==> config.mk <==
export PLATFORM = sky130hd
export DESIGN_NAME = rr_mux_arbiter
export DESIGN_NICKNAME = d
export VERILOG_FILES = /design/src/rtl/rr_mux_arbiter.sv
export SDC_FILE = /design/constraint.sdc
export NUM_CORES = 1
export LEC_CHECK = 0
export CAP_MARGIN = 20
export CORE_ASPECT_RATIO = 1.4
export CORE_MARGIN = 5
export CORE_UTILIZATION = 36
export DETAILED_ROUTE_END_ITERATION = 10
export PLACE_DENSITY_LB_ADDON = 0.05
export SLEW_MARGIN = 40
export SYNTH_ARGS = -nofsm -noshare
export SYNTH_HDL_FRONTEND = slang
export SYNTH_SLANG_ARGS = --single-unit
==> constraint.sdc <==
create_clock -name clk -period 7.12 [get_ports clk]
set_clock_uncertainty 0.05 [all_clocks]
set_input_delay 1.424 -clock clk [delete_from_list [all_inputs] [get_ports clk]]
set_output_delay 1.424 -clock clk [all_outputs]
set_load 0.01 [all_outputs]
==> src/rtl/rr_mux_arbiter.sv <==
// ---------------------------------------------------------------------------
// rr_mux_arbiter
//
// Round-robin arbiter that shares one WIDTH-bit output channel between four
// requesters. It drives the select of a 4:1 mux (sel=0 picks requester 0) and
// holds each grant until the sink accepts the beat (out_valid & out_ready).
// On every accepted beat the last winner drops to lowest priority and a new
// winner is picked on the same edge, so continuous traffic has no bubbles.
//
// Compile-time option:
//   RR_ARB_LOCK_EN  - when defined, a grant is held across a multi-beat packet
//                     until a beat with in_last[sel]=1 is accepted. When not
//                     defined, in_last is ignored and every beat re-arbitrates.
//
// Ports:
//   clk        rising-edge clock
//   rst        synchronous, active-high reset
//   req[3:0]   request per requester, held high until acked
//   in_data    requester i data at [i*WIDTH +: WIDTH]
//   in_last    last-beat flag per requester (lock build only)
//   out_valid  output beat valid
//   out_ready  sink accepts beat
//   out_data   data of the granted requester (combinational mux)
//   gnt[3:0]   one-hot grant, registered
//   sel[1:0]   binary index of the granted requester, registered
//   ack[3:0]   one-cycle acceptance pulse to the granted requester
// ---------------------------------------------------------------------------
module rr_mux_arbiter #(
  parameter int WIDTH = 8
) (
  input  logic               clk,
  input  logic               rst,
  input  logic [3:0]         req,
  input  logic [4*WIDTH-1:0] in_data,
  input  logic [3:0]         in_last,
  output logic               out_valid,
  input  logic               out_ready,
  output logic [WIDTH-1:0]   out_data,
  output logic [3:0]         gnt,
  output logic [1:0]         sel,
  output logic [3:0]         ack
);

  typedef enum logic {
    IDLE  = 1'b0,
    GRANT = 1'b1
  } state_t;

  state_t     r_state;
  state_t     w_state_next;
  logic [3:0] r_gnt;
  logic [3:0] w_gnt_next;
  logic [1:0] r_sel;
  logic [1:0] w_sel_next;
  logic [1:0] r_ptr;
  logic [1:0] w_ptr_next;

  logic       w_xfer;
  logic       w_hold_pkt;
  logic [1:0] w_arb_ptr;
  logic [3:0] w_rot;
  logic [1:0] w_offset;
  logic       w_found;
  logic [1:0] w_winner;

  assign out_valid = (r_state == GRANT);
  assign gnt       = r_gnt;
  assign sel       = r_sel;
  assign out_data  = in_data[r_sel*WIDTH +: WIDTH];

  // Reset in the same cycle suppresses the acceptance pulse: the beat is
  // discarded rather than delivered.
  assign w_xfer = out_valid & out_ready & ~rst;
  assign ack    = w_xfer ? r_gnt : 4'b0000;

`ifdef RR_ARB_LOCK_EN
  // Mid-packet beat: keep the grant on the same requester.
  assign w_hold_pkt = ~in_last[r_sel];
`else
  assign w_hold_pkt = 1'b0;
  logic w_unused_last;
  assign w_unused_last = &in_last;
`endif

  // When a beat is accepted in GRANT, the current winner becomes the new
  // priority pointer on this very edge, so arbitrate relative to r_sel.
  assign w_arb_ptr = (r_state == GRANT) ? r_sel : r_ptr;

  // Rotate requests so w_rot[0] is the highest-priority candidate (ptr+1)
  // and w_rot[3] the lowest (ptr itself).
  genvar gi;
  generate
    for (gi = 0; gi < 4; gi++) begin : g_rot
      logic [1:0] w_idx;
      assign w_idx     = w_arb_ptr + 2'(gi + 1);
      assign w_rot[gi] = req[w_idx];
    end
  endgenerate

  always_comb begin
    w_offset = 2'd3;
    if (w_rot[0])      w_offset = 2'd0;
    else if (w_rot[1]) w_offset = 2'd1;
    else if (w_rot[2]) w_offset = 2'd2;
  end

  assign w_found  = |w_rot;
  assign w_winner = w_arb_ptr + 2'd1 + w_offset;

  always_comb begin
    w_state_next = r_state;
    w_gnt_next   = r_gnt;
    w_sel_next   = r_sel;
    w_ptr_next   = r_ptr;
    case (r_state)
      IDLE: begin
        if (w_found) begin
          w_state_next = GRANT;
          w_gnt_next   = 4'b0001 << w_winner;
          w_sel_next   = w_winner;
        end
      end
      GRANT: begin
        if (w_xfer && !w_hold_pkt) begin
          w_ptr_next = r_sel;
          if (w_found) begin
            w_gnt_next = 4'b0001 << w_winner;
            w_sel_next = w_winner;
          end else begin
            w_state_next = IDLE;
            w_gnt_next   = 4'b0000;
          end
        end
      end
      default: begin
        w_state_next = IDLE;
        w_gnt_next   = 4'b0000;
      end
    endcase
  end

  always_ff @(posedge clk) begin
    if (rst) begin
      r_state <= IDLE;
      r_gnt   <= 4'b0000;
      r_sel   <= 2'd0;
      r_ptr   <= 2'd3;
    end else begin
      r_state <= w_state_next;
      r_gnt   <= w_gnt_next;
      r_sel   <= w_sel_next;
      r_ptr   <= w_ptr_next;
    end
  end

endmodule
==> results of run 1 <==
[cell type report]
cell class	instances	area [um2]	share of cell area [%]
Sequential cell	9	180	12.6
Tap cell	22	27.5	1.92
Clock buffer	4	26.3	1.83
Inverter	3	11.3	0.786
Timing Repair Buffer	57	571	39.8
Multi-Input combinational cell	75	617	43.1
[cell usage after synthesis (all sizes together) (2+ instances only)]
master	n	area, um2
dfxtp	9	180
nand2	9	33.8
nand3	9	45.0
mux4	8	180
nor2	7	26.3
a21oi	4	20.0
and2	4	25.0
and3	4	25.0
nor3	4	20.0
o21ai	4	20.0
inv	3	11.3
mux2i	3	42.5
a211o	2	17.5
buf	2	16.3
clkbuf	2	7.51
nor2b	2	12.5
nor4	2	18.8
o221ai	2	23.8
[worst paths after layout]
kind	end	slack, ps	cells past startpoint
max reg2reg	gnt[2]$_SDFFE_PP0P_	4280	9
min reg2reg	gnt[0]$_SDFFE_PP0P_	430	2
max	ack[0]	2660	5
min	gnt[0]$_SDFFE_PP0P_	430	2
[flip-flops by register name, indices dropped and copies added, names as in the netlist]
signal / flops
gnt: 4
out_valid: 1
r_ptr: 2
sel: 2
[metal layers]
layer  up-vias  global-route usage [%]  wire, um
met5         -                       0         0
met4         0                    4.79        34
met3         5                    2.01       166
met2        43                    35.9      1610
met1       444                    16.8      1040
li1        464                       -         -
[cell families (layout without fill, tap and decap cells)]
logic type      count (synthesis)  after routing  share of synthesized area [%]
compound gates                 17             17                           15.5
xor+xnor                        1              1                           1.06
fa+ha+maj                       1              1                           1.51
buf+inv                         7             64                           4.24
flops                           9              9                           21.8
mux                            12             12                           28.3
simple gates                   44             44                           27.6
[critical path: stages]
cell and delay (ps):
clkdlybuf4s50_1 530, nand2_1 110, nor2_1 220, and2_1 160
clkdlybuf4s50_1 530
[metrics by stage]
stage | total power [W] | utilization (%) | cell area, um2 | instances
after floorplan | 0.000148 | - | 826 | 91
after global placement | 0.000215 | 64.3 | 1400 | 166
after detailed placement | 0.000218 | 64.3 | 1400 | 166
after CTS | 0.000257 | 65.5 | 1430 | 170
after global routing | 0.000272 | 65.8 | 1430 | 170
final | 0.000258 | 65.8 | 1430 | 170
[power by group]
part	internal, W	leakage (nW)	switching, W
Combinational	0.0000886	0.450	0.0000542
Clock	0.0000216	0.0150	0.0000188
Sequential	0.0000587	0.0744	0.0000158
[placed cells by master (no fill, tap or decap), drive strengths merged, types with 4 or more instances in the layout]
master and count:
clkdlybuf4s50 57, nand2 9, nand3 9, dfxtp 9
mux4 8, nor2 7, nor3 4, a21oi 4
and2 4, o21ai 4, and3 4, clkbuf 4
==> flow_results.org, run 1 <==
** Outcome
- The run finished with clean final reports.

** Setup path
- At the worst endpoint, the arrival time is 2990 ps.
- The worst setup path is captured at an output pin.
- Startpoint of the worst-slack reg-to-reg timing path :: out_valid$_SDFF_PP0_
- STA classifies the critical path startpoint as an input pin.
- Critical path data required time :: 5650 ps
- Critical path start-end classification :: in -> out
- Maximum fanout along the worst path :: 5
- The most critical setup path has its startpoint at out_ready.

** Global routing
- Total grt overflow :: 0
- GRT Total Usage :: 17.3%
- First-pass GRT wire length :: between 4000 and 5000 um
- Vias in the first global route :: roughly 960
- Pin count of the biggest net entering global routing :: 14
- The number of antenna violations at the first check in global routing came to 0.

** Yosys
- Primary FF master, synth :: dfxtp_1
- Distinct cells, synth :: 33
- Sequential-to-total area share from yosys stat :: 21.8%
- The number of nets in the synthesized netlist is approximately 140.
- Post-synth EDFFs :: 0
- During synthesis, Yosys emitted a total of 0 warnings.
- The average instance in the mapped netlist occupies 9.07 um2.
- Flip-flop and latch count after synthesis :: 9
- Synth async-reset ratio :: 0%
- The synthesized netlist occupies a cell area of between 800 and 900 um2.
- Number of instances in the synthesized netlist :: 91

** CTS
- TritonCTS built the clock tree.
- Depth of the CTS H-tree :: 1
- Worst skew pair latency :: 260 ps
- No sink is reached through more buffers than the 2 on the longest clock path.
- CTS Buf Count :: 3
- PostCTS Resize Cnt :: 0
- In this run the clock root is driven by a clkbuf_4.
- Post-CTS setup buffers :: 0
- The clock net in this run drives a total of 9 sinks.
- After clock tree synthesis, the clock-pin slew on the worst setup and hold paths is roughly 60 ps.
- Number of buffers inserted for hold repair after clock tree synthesis :: 0

** Floorplanning
- Overall die area :: 3370 um2
- Standard cell core area :: ~2200 um2
- The floorplan step set the die height to about 67 um.
- FP Rows :: 20
- Number of ports placed on the die boundary :: slightly above 60
- Die X-Extent :: roughly 50 um
- Initial Util :: ~38%

** Drt
- DR WL/cell :: ~17 um
- The routed design has between 2000 and 3000 um of wire.
- The detailed router finished its first iteration with 24 violations.
- Using the TritonRoute via totals, the vias-per-cell ratio works out to 5.62.
- Antenna Violating Nets Remaining :: 0
- Before antenna repair, the detailed router went through 4 iterations.
- Total vias in the final route :: between 900 and 1000
- In the routed design, unresolved DRC markers number 0.

** Power and ir drop
- For this design the ratio of total power to cell area is approximately 180 nW/um2.
- Leak :: about 0.54 nW
- Maximum vdd ir drop :: 0.123 mV

** Placement
- At the placement stage, the worst setup path has a slack of ~2700 ps.
- Number of port buffers :: 57
- Detailed placer's ending HPWL :: between 2000 and 2500 um
- Final RePlAce weighted congestion :: between 0.7 and 0.8

** STA
- After layout, the minimum clock period comes to approximately 4500 ps.
- Tcrit/Tclk final :: around 63%
- For the final routed database, the setup TNS stands at 0 ps.
- Based on the critical path, the design can be clocked at up to roughly 220 MHz.
- Final hold slack :: 429 ps
- The number of max-slew violations in the final report was 0.
- Worst-case headroom to the max-slew limit :: between 50% and 60%
- The count of endpoints failing hold in the final timing report is 0.
- Once routing completed, OpenROAD measured the worst setup slack at 2660 ps.
- For the pin with the worst max-slew slack, the measured transition is 666 ps.
- Setup repair after global routing left no endpoint under its margin.
- Setup violations remaining at the end of the flow were counted as 0.

** Finish
- Area Overhead vs Synth :: 73.5%
- Filler cell count in the final layout :: 202
- After the last flow step, the layout net total stands at 193.
- The number of antenna diodes in the final layout is 0.
- In the final layout, the share of cells above drive strength 1 is around an eighth.

** Hold path
- The worst hold path belongs to the class reg -> reg.
- Origin of the worst min-delay path :: gnt[0]$_SDFFE_PP0P_

** Run
- The tool flagged a number of max-cap violations equal to 0.
Power figures use the tool's default switching activity.
==> run 2, diff against run 1 <==
- CORE_UTILIZATION: 36 -> 30
- clock period: 7.12 -> 4 ns (I/O delays scaled with it)
==> run 2 against run 1 <==
Net effect: count of clock-buffer cells in the layout unchanged; highest routed layer unchanged; critical endpoint unchanged; largest power group unchanged; die area up 16%; global-route usage down 2.0 points.
==> flow_results.org, run 2 (same netlist as run 1, synthesis figures left out) <==
** Outcome
- Run status :: finished, final reports clean

** Power and ir drop
- Leak :: approximately 0.54 nW
- Maximum vdd ir drop :: 0.164 mV
- Power spread over the standard cell area amounts to around 320 nW/um2.
- Switch share :: 34.6%
- Psw :: about 0.00016 W
- Proportion of power drawn by the clock network :: between 10% and 20%
- Sequential Power Share :: roughly 29%
- Combinational power share :: 54.9%
- Internal power component :: 0.000300 W
- Total power draw :: about 0.00046 W

** STA
- Final-report max-slew violation count :: 0
- Setup repair after global routing left no endpoint under its margin.
- Hold Violations, Final :: 0
- Setup total negative slack on the finished layout was measured at 0 ps.
- The worst path needs 3180 ps of the cycle, external delays included.
- Highest achievable clock rate :: between 300 and 400 MHz
- Worst-case headroom to the max-slew limit :: between 50 and 60%
- Dividing the final minimum period by the clock period gives ~80%.
- Setup violations remaining at the end of the flow were counted as 0.
- For the pin with the worst max-slew slack, the measured transition is 683 ps.

** Finish
- The count of cells in the finished layout, fillers not included, comes to around 180.
- Cells fill between 50% and 60% of the core in the end.
- Layout cells sized above 1 :: between 10 and 15%
- Leaving out fill and tap cells, the most frequent cells in the layout are clkdlybuf4s50_1 (57), nand2_1 (9), nand3_1 (9), dfxtp_1 (9), mux4_2 (8).
- The register with the most flip-flops in the layout has 4 of them.
- Most frequent standard cell in the layout excluding fill and tap cells :: clkdlybuf4s50_1
- Filler cell count in the final layout :: ~260
- Compared with the post-synthesis result, the final layout area differs by 74.8%.
- NumNets Final :: between 150 and 200
- Antenna fix cells :: 0

** CTS
- Counting every sink on the clock net gives 9.
- Post-CTS setup buffers :: 0
- Clock tree synthesis inserted a total of 3 buffers.
- Clock-pin slew was measured on the worst setup and hold paths at 60 ps.
- At the later pin of the worst-skew pair, clock insertion delay measures between 200 and 300 ps.
- In this run the deepest clock path goes through 2 buffers.
- The tree is rooted in a clkbuf_4.
- In this run the number of H-tree levels came out at 1.
- TritonCTS built the clock tree.
- Number of buffers inserted for hold repair after clock tree synthesis :: 0
- The number of gates resized after CTS was 0.

** Placement
- Detailed placer's ending HPWL :: around 2400 um
- Final RePlAce weighted congestion :: about 0.84
- Number of port buffers :: between 50 and 60
- Number of cells after detailed placement :: between 150 and 200

** Setup path
- Maximum fanout along the worst path :: 5
- The critical path is of the in -> out type.
- STA classifies the critical path startpoint as an input pin.
- Data arrival time of the critical path :: 2330 ps
- Critical path data required time :: between 3000 and 4000 ps
- Type of element capturing the critical path :: output pin

** Floorplanning
- From bottom edge to top edge, the die measures 72.1 um.
- Initial Util :: a little under a third
- For this design the top-level I/O count stands at a little over 60.
- Die X-Extent :: 54.3 um
- Overall die area :: just under 4000 um2
- In this run the standard cell core region covers about 2600 um2.
- The floorplan has 22 rows.

** Global routing
- Pin count of the biggest net entering global routing :: 14
- Number of antenna violations at the first check in global routing :: 0
- Vias in the first global route :: ~950
- Total grt overflow :: 0
- The first global-routing pass estimated roughly 4400 um of wire.
- GRT Total Usage :: 15.3%

** Drt
- Using the TritonRoute via totals, the vias-per-cell ratio works out to a little over 5.
- DR WL/cell :: approximately 15 um
- Iteration-0 DRC Markers :: 13
- Wire length after detailed routing :: between 2000 and 3000 um
- Antenna Violating Nets Remaining :: 0
- Total vias in the final route :: 940
- DRC violation count after routing :: 0
- The first TritonRoute pass finished after 4 iterations.

** Hold path
- In this run the worst hold path is classified as reg -> reg.

** Run
- Max-Cap Viols :: 0
## run 2: cell counts in the layout (fill, tap and decap cells not counted)
No cell type changed its count.
## run 2: final cells by class
| class | instances | area, um2 | area share (%) |
|---|---|---|---|
| tap | 36 | 45.0 | 3.12 |
| inverter | 3 | 11.3 | 0.780 |
| multi-input combinational | 75 | 611 | 42.3 |
| clock buffer | 4 | 26.3 | 1.82 |
| sequential | 9 | 180 | 12.5 |
| timing repair buffer | 57 | 571 | 39.5 |
## run 2: power by group through the flow
stage	Clock, W	Combinational (W)	Sequential, W
after CTS	0.0000748	0.000254	0.000135
after global placement	0	0.000249	0.000136
after floorplan	0	0.000142	0.000123
final	0.0000734	0.000252	0.000134
after global routing	0.0000814	0.000271	0.000139
after detailed placement	0	0.000254	0.000137
## run 2: critical path: stages
cell	delay (ps)
clkdlybuf4s50_1	540
nand2_1	120
nor2_1	190
and2_1	160
clkdlybuf4s50_1	530
## run 2: path summary, 6_finish.rpt
kind / from / endpoint / slack, ps / depth (start not counted)
min reg2reg: gnt[0]$_SDFFE_PP0P_ / gnt[0]$_SDFFE_PP0P_ / 430 / 2
min: gnt[0]$_SDFFE_PP0P_ / gnt[0]$_SDFFE_PP0P_ / 430 / 2
max: out_ready / ack[0] / 820 / 5
max reg2reg: out_valid$_SDFF_PP0_ / gnt[0]$_SDFFE_PP0P_ / 1190 / 9
## run 2: metal layers
layer  part of all wire [%]  track usage [%]
met1                     37             15.4
met2                     56             29.7
met3                    5.5             2.46
met4                    1.3             4.99
met5                      0                0
## run 2: per-stage QoR
stage / setup slack [ps] / hold WS [ps] / area (um2)
3_3_place_gp: 803 / 427 / 1420
4_1_cts: 805 / 446 / 1440
6_report: 816 / 434 / 1440
3_5_place_dp: 808 / 428 / 1420
2_1_floorplan: 1440 / 404 / 826
5_1_grt: 684 / 471 / 1440
==> run 3, diff against run 2 <==
- CORE_UTILIZATION: 30 -> 34
- clock period: 4 -> 3.3 ns (I/O delays scaled with it)
==> run 3 against run 2 <==
Net effect: critical path depth unchanged; cell count decreased by 6.0%; sequential power increased by 18%; critical path type unchanged; critical endpoint is now ack[3].
==> flow_results.org, run 3 (same netlist as run 1, synthesis figures left out) <==
** Setup path
- Capture point of the worst reg-to-reg path :: gnt[0]$_SDFFE_PP0P_
- CP dominant cell by count :: clkdlybuf4s50_1
- Category of cells accounting for the largest share of critical-path delay :: buffers and inverters
- Startpoint of the worst-slack reg-to-reg timing path :: out_valid$_SDFF_PP0_
- Of all nets on the critical path, the largest fanout is 5.
- Critical path, cell by cell :: clkdlybuf4s50_1, nand2_1, nor2_1, and2_1, clkdlybuf4s50_1
- In this design, the stage delay of the slowest critical-path cell is about 540 ps.
- Among all stages on the critical path, the largest delay is contributed by clkdlybuf4s50_1.
- Category of the worst setup path launch point :: input pin
- In this run the register-to-register setup slack is 500 ps.
- Critical path start-end classification :: in -> out
- At the worst endpoint, the required time is between 2000 and 3000 ps.
- STA classifies the critical path endpoint as an output pin.
- Buf/Inv on CP :: 2
- Reg2Reg Depth :: 9
- STA puts the critical path data arrival time at between 2000 and 2500 ps.

** Drt
- Dividing the detail-routed via count by the number of cells gives 5.45.
- Wire length after detailed routing :: between 2000 and 3000 um
- DRC violation count after routing :: 0
- Once detail routing completed, the nets flagged for antenna violations numbered 0.
- DR WL/cell :: roughly 16 um
- In this run, the number of DRC markers left after iteration 0 of detailed routing was 16.
- Total vias in the final route :: 942
- The first TritonRoute pass finished after 4 iterations.

** Floorplanning
- FP Rows :: 21
- The initial utilization of the core area, before any placement, comes to between 30% and 40%.
- Die X-Extent :: between 50 and 60 um
- Number of ports placed on the die boundary :: 62
- Overall die area :: around 3500 um2
- The region available for standard cell placement spans approximately 2400 um2.
- DIE HEIGHT :: just under 70 um

** Global routing
- For met2 alone, demand over resource in global routing was a little over a third.
- Vias in the first global route :: between 900 and 1000
- Number of antenna violations at the first check in global routing :: 0
- The total overflow left after global routing is 0.
- GRT Total Usage :: 16.9%
- Entering global routing, the biggest net connects 14 pins.
- First-pass GRT wire length :: between 4000 and 5000 um
- In the global route stage, met1 resource usage came out at approximately 16%.
- Peak-usage layer in the global routing report :: met2
- Met3 Use GR :: between 3 and 4%

** Finish
- Post-route non-filler standard cell count :: between 150 and 200
- Most frequent standard cell in the layout excluding fill and tap cells :: clkdlybuf4s50_1
- NumNets Final :: 195
- After routing the design area is about 1400 um2.
- Share of the core filled with cells in the final layout :: about three fifths
- After filler insertion, the fill cell instance count of the layout stands at between 200 and 250.
- Registers take between 150 and 200 um2.
- In the final layout, the multi-input gates occupy between 600 and 700 um2.
- Top library cells by usage in the layout, fill and taps aside :: clkdlybuf4s50_1 (57), nand2_1 (9), nand3_1 (9), dfxtp_1 (9), mux4_2 (8)
- Area Overhead vs Synth :: 74.7%
- The post-route netlist has a little over an eighth of its cells at a drive strength greater than 1.
- The register with the most flip-flops in the layout has 4 of them.
- The repair_antennas step left the layout with diodes totalling 0.

** STA
- Hold Violations, Final :: 0
- The number of max-slew violations in the final report is 0.
- At the pin with the least slew margin, the transition time is about 800 ps.
- Timing would allow up to roughly 340 MHz.
- Tcrit/Tclk final :: 88.8%
- After layout, the minimum clock period comes to ~2900 ps.
- After routing, the total negative slack on setup checks comes to 0 ps.
- Setup repair after global routing left no endpoint under its margin.
- Headroom to the max-slew limit came out at a little under half.
- Fin worst setup slack :: ~370 ps
- Finish-stage setup viols :: 0

** CTS
- CTS Buf Count :: 3
- In this run the clock root is driven by a clkbuf_4.
- PostCTS Resize Cnt :: 0
- Register clock-pin slew on the reported worst setup and hold paths :: 60 ps
- CTS sink count :: 9
- TritonCTS built the clock tree.
- Number of buffers inserted for hold repair after clock tree synthesis :: 0
- Buffers added to address setup during post-CTS repair amount to 0.
- Worst skew pair latency :: approximately 250 ps
- CTS built an H-tree with a depth of 1.
- No sink is reached through more buffers than the 2 on the longest clock path.

** Placement
- The congestion estimate from routability-driven global placement came to approximately 0.81.
- Port buffering added between 50 and 60 buffers.
- Number of cells after detailed placement :: between 150 and 200
- Detailed placer's ending HPWL :: 2370 um
- Area after detailed placement :: ~1400 um2
- Prior to clock tree synthesis, the placed netlist has a worst setup slack of 276 ps.

** Outcome
- The flow ran to the end, and the final reports show no timing, DRC or antenna violations.

** Hold path
- Hold Path Sink :: gnt[2]$_SDFFE_PP0P_
- Counting instances, the worst hold path has a depth of 2.
- In this run the most critical hold path is launched from gnt[2]$_SDFFE_PP0P_.
- The path class of the tightest hold or removal check is reg -> reg.

** Power and ir drop
- Maximum vdd ir drop :: 0.219 mV
- For this design the ratio of total power to cell area is 385 nW/um2.
- Leak :: between 0.5 and 0.6 nW

** Run
- Across the run, the number of max-cap violations was 0.
-- run 3: worst reg2reg max path: stages, from the launching register on --
cell	delay, ps
dfxtp_1	560
mux2_2	440
a21boi_0	190
o221ai_1	140
o31a_2	160
ha_1	340
or4_1	560
nor2_1	130
nand3_1	90
nand3_1	100
-- run 3: cell type report --
type                       count  share of cell area [%]
timing repair buffer          59                    40.6
clock buffer                   4                    1.82
sequential                     9                    12.5
inverter                       3                   0.781
tap                           23                    1.99
multi-input combinational     75                    42.3
-- run 3: how the worst max path moves through the flow --
stage                                    start                   to  slack [ps]  depth (start not counted)
after detailed placement                req[1]  gnt[2]$_SDFFE_PP0P_         280                          9
after global placement                  req[1]  gnt[0]$_SDFFE_PP0P_         320                          9
after floorplan           out_valid$_SDFF_PP0_  gnt[0]$_SDFFE_PP0P_         740                         10
final                                out_ready               ack[3]         370                          5
after CTS                            out_ready               ack[3]         350                          5
after global routing                 out_ready               ack[1]         240                          5
-- run 3: power by group --
group          internal, W  switching (W)
registers         0.000127      0.0000311
logic             0.000195       0.000121
clock network    0.0000464      0.0000352
total             0.000368       0.000187
-- run 3: metal layers --
layer / routed length [um] / part of all wire [%]
met1: 1040 / 37
met2: 1610 / 58
met3: 91 / 3.3
met4: 34 / 1.2
met5: 0 / 0
-- run 3: stage by stage --
step	hold WS [ps]	power (W)
final	422	0.000555
after global routing	462	0.000597
after CTS	431	0.000560
after detailed placement	420	0.000478
after global placement	413	0.000472
after floorplan	404	0.000320
